===== src/rtl/instr_loader.sv =====
// instr_loader: streams 9-bit words into instruction memory, zero-fills the rest,
// then releases the CPU and reports word count and XOR checksum.
module instr_loader #(
    parameter int SIZE = 1024,
    parameter int AW   = 10
) (
    input  logic          clk,
    input  logic          reset,
    input  logic          start,
    input  logic          word_valid,
    input  logic [8:0]    word_data,
    input  logic          word_last,
    output logic          word_ready,
    output logic          wr_en,
    output logic [AW-1:0] wr_addr,
    output logic [8:0]    wr_data,
    output logic          cpu_hold,
    output logic          done,
    output logic          error,
    output logic [AW:0]   count,
    output logic [8:0]    checksum
);
    typedef enum logic [2:0] {IDLE, LOAD, CLEAR, FLUSH, DONE, ERR} state_t;
    localparam logic [AW-1:0] LAST = AW'(SIZE - 1);
    state_t        state, state_n;
    logic [AW-1:0] ptr, ptr_n, waddr_n;
    logic [AW:0]   cnt_n;
    logic [8:0]    sum_n, wdata_n;
    logic          wen_n, hs, at_end;
    assign word_ready = state == LOAD;
    assign done       = state == DONE;
    assign error      = state == ERR;
    assign cpu_hold   = state != DONE;
    assign hs         = word_valid & word_ready;
    assign at_end     = ptr == LAST;
    always_comb begin
        state_n = state;
        ptr_n   = ptr;
        cnt_n   = count;
        sum_n   = checksum;
        wen_n   = 1'b0;
        waddr_n = wr_addr;
        wdata_n = wr_data;
        case (state)
            LOAD: if (hs) begin
                wen_n   = 1'b1;
                waddr_n = ptr;
                wdata_n = word_data;
                ptr_n   = ptr + 1'b1;
                cnt_n   = count + 1'b1;
                sum_n   = checksum ^ word_data;
                state_n = at_end ? (word_last ? FLUSH : ERR) : (word_last ? CLEAR : LOAD);
            end
            CLEAR: begin
                wen_n   = 1'b1;
                waddr_n = ptr;
                wdata_n = '0;
                ptr_n   = ptr + 1'b1;
                state_n = at_end ? FLUSH : CLEAR;
            end
            FLUSH: state_n = DONE;
            // IDLE, DONE and ERR all wait for a (re)start
            default: if (start) begin
                state_n = LOAD;
                ptr_n   = '0;
                cnt_n   = '0;
                sum_n   = '0;
            end
        endcase
    end
    always_ff @(posedge clk or posedge reset) begin
        if (reset) begin
            state    <= IDLE;
            ptr      <= '0;
            count    <= '0;
            checksum <= '0;
            wr_en    <= 1'b0;
            wr_addr  <= '0;
            wr_data  <= '0;
        end else begin
            state    <= state_n;
            ptr      <= ptr_n;
            count    <= cnt_n;
            checksum <= sum_n;
            wr_en    <= wen_n;
            wr_addr  <= waddr_n;
            wr_data  <= wdata_n;
        end
    end
endmodule


===== config.mk =====
export PLATFORM = sky130hd
export DESIGN_NAME = instr_loader
export DESIGN_NICKNAME = d
export VERILOG_FILES = /design/src/rtl/instr_loader.sv
export SDC_FILE = /design/constraint.sdc
export NUM_CORES = 1
export LEC_CHECK = 0
export CORE_UTILIZATION = 40
export CTS_CLUSTER_SIZE = 25
export DETAILED_ROUTE_END_ITERATION = 12
export GPL_TIMING_DRIVEN = 0
export PLACE_DENSITY_LB_ADDON = 0.08
export SLEW_MARGIN = 5
export SYNTH_ARGS = -nofsm -noshare
export SYNTH_HDL_FRONTEND = slang
export SYNTH_SLANG_ARGS = --single-unit

===== constraint.sdc =====
create_clock -name clk -period 2.2 [get_ports clk]
set_input_delay 0.55 -clock clk [delete_from_list [all_inputs] [get_ports clk]]
set_output_delay 0.55 -clock clk [all_outputs]
set_load 0.01 [all_outputs]

==> qor.yml <==
syn-cell-area_um2: 2460
cts_sinks: 53
first_global_vias: 1826
status: "finished, final reports clean"
cts_made_buffers: 5
vias: 1991
hold_depth: 2
hp-start: "wr_addr[9]$_DFFE_PP0P_"
worstReg2RegEnd: "wr_addr[2]$_DFFE_PP0P_"
worst_slew_pin_slew_ns: 0.573
rows: 28
wl_mm: 5.47
timing_worst_setup_path_type: "reg -> out"
io_pins: 58
irDropWorstVdd_mv: 0.647
power.leakage_nw: 1.47
arrival_ns: 1.51
yosys.area.top_type: "dfrtp_1"
drive_above_1_share: 0.0909
syn_nets: 271
grtUsageTotal: 0.184
drcViolationCount: 0
syn_area_per_cell_um2: 9.64
finClkSkew_ns: 0.00826
viasPerCell: 5.05
antenna_cells: 0
async_flop_share: 1.00
cp_max_fo: 8
dr.pass1.iters: 4
cts_tree: "yes"
synthCells: 255
reg2reg_depth: 7
finalHoldViolations: 0
grt_pass1_wl_mm: 9.09
yosys-top-cells-area: "dfrtp_1, nand2_1, xor2_1, nor2_1, a21oi_1"
cts_hold_buffers: 0
die_y_um: 80.4
finalMaxSlewViolations: 0
die_w_um: 80.4
worstSetupStartpointType: "flip-flop"
max-slew-margin-rel: 0.618
initial_core_util: 0.415
maxCapViolCount: 0
clockRootBuffer: "clkbuf_8"
drtAntennaViolNets: 0
r2r_slack_ns: 0.42
reg2reg_from: "state[0]$_DFFE_PP0P_"
synthTopCellsByCount: "nand2_1, dfrtp_1, nor2_1"
hpwl_mm: 3.82
seq_area_um2: 1330
htreeDepth: 2
fin_crit_sh: 0.935
yosysMostFrequentCell: "nand2_1"
hp-class: "reg -> reg"
insertion_delay_ns: 0.31
clk_pin_slew_worst_paths_ns: 0.09
yosys_warnings: 0
worstPathRequired_ns: 1.65
finalPower_mw: 3.91
post_cts_buffers: 0
power_density_nw_per_um2: 1210
stdcell_count: 394
ys_seq_elements: 53
rsz0062_at_grt: "false"
ys_seq_area_frac: 0.539
synth_cell_types: 44
cts_buffer_depth: 2
synth_ff_type: "dfrtp_1"
antenna_found_initial: 0
synth_edf_count: 0
cts_resized: 2
overflow: 0
synth_top_cell_area_share: 0.539
core-area_um2: 5920
grt_max_degree: 30
port_buffers: 57
period_needed_ns: 2.06
setup_viol: 0
drt-initial-drc-count: 77
areaGrowthSynthToFinish_pct: 31.7
fin_util: 0.547
routabilityCongestion: 0.836
end_kind: "output port"
dp_cells: 388
multiInputGateArea_um2: 1020
fillers: 558
hold_end: "wr_addr[9]$_DFFE_PP0P_"
fmax_mhz: 486
wire_per_inst_um: 13.9
die_area_um2: 6460
nNetsFinal: 334
-- cell usage in the layout (no fill, tap or decap), drive strengths merged, types with 2 or more instances in the layout --
cell,instances
nand2,60
clkdlybuf4s50,54
dfrtp,53
nor2,20
o21ai,15
a21oi,14
xor2,13
nand3,10
buf,10
clkbuf,9
nor3,6
inv,6
xnor2,4
and3,4
or3,3
nand4,3
o31ai,3
nor3b,2
and4,2
nand2b,2
a22o,2
ha,2
dlymetal6s2s,2
a211oi,2
clkinv,2
-- metrics by stage --
stage               area (µm²)  setup slack, ns  setup TNS [ns]  hold WS, ns
global route              3240           0.0449               0        0.515
global placement          3120           -0.711          -38.19        0.456
CTS                       3230          0.00444               0        0.491
floorplan                 2460            0.364               0        0.480
detailed placement        3140          -0.0767          -0.589        0.462
finish                    3240            0.143               0        0.483
-- flip-flops by register name, summed over array words and instances, names as in the netlist --
name and flops:
state 3, wr_en 1, wr_data 9, checksum 9, wr_addr 10, ptr 10
count 11
-- cells by family (layout without fill, tap and decap cells) --
kind of cell | after synthesis | count (layout) | synth area share
AO/OA/AOI/OAI | 43 | 43 | 0.106
adder cells (fa/ha/maj) | 2 | 2 | 0.0102
flip-flops | 53 | 53 | 0.539
multiplexers | 1 | 1 | 0.00458
buffers and inverters | 20 | 84 | 0.0473
AND/OR/NAND/NOR | 119 | 119 | 0.232
XOR/XNOR | 17 | 17 | 0.0606
-- power by group --
group,internal (mW),switching [mW],leakage [nW],total [mW]
combinational,0.890,0.950,0.710,1.84
clock,0.256,0.333,0.0512,0.589
sequential,1.25,0.231,0.709,1.48
-- worst max path at each step --
stage,from,end,slack [ns],cells after the start
after floorplan,reset,checksum[0]$_DFFE_PP0P_,0.36,1
after global placement,reset,state[1]$_DFFE_PP0P_,-0.71,2
after detailed placement,word_valid,wr_addr[2]$_DFFE_PP0P_,-0.08,8
after CTS,state[1]$_DFFE_PP0P_,done,0.004,5
after global routing,state[1]$_DFFE_PP0P_,cpu_hold,0.04,4
final,state[1]$_DFFE_PP0P_,cpu_hold,0.14,4
-- area by class of cell --
cell class	instances	area share
Tap cell	75	0.0290
Buffer	12	0.0263
Timing Repair Buffer	58	0.184
Clock buffer	6	0.0255
Inverter	6	0.00696
Multi-Input combinational cell	182	0.315
Sequential cell	53	0.410
Clock inverter	2	0.00425
-- worst max-delay path: stages (launching register included) --
cell and delay (ns):
dfrtp_1 0.37, buf_4 0.16, nor2_2 0.12, nand2_1 0.07
clkdlybuf4s50_1 0.48
-- metal layers --
metal	global-route usage	vias to the layer above	wire, µm
met5	0	-	0
met1	0.266	950	2750
li1	-	985	-
met4	0.0429	0	52
met2	0.277	51	2370
met3	0.0443	5	299
No activity file was read; power rests on OpenSTA's default activity.
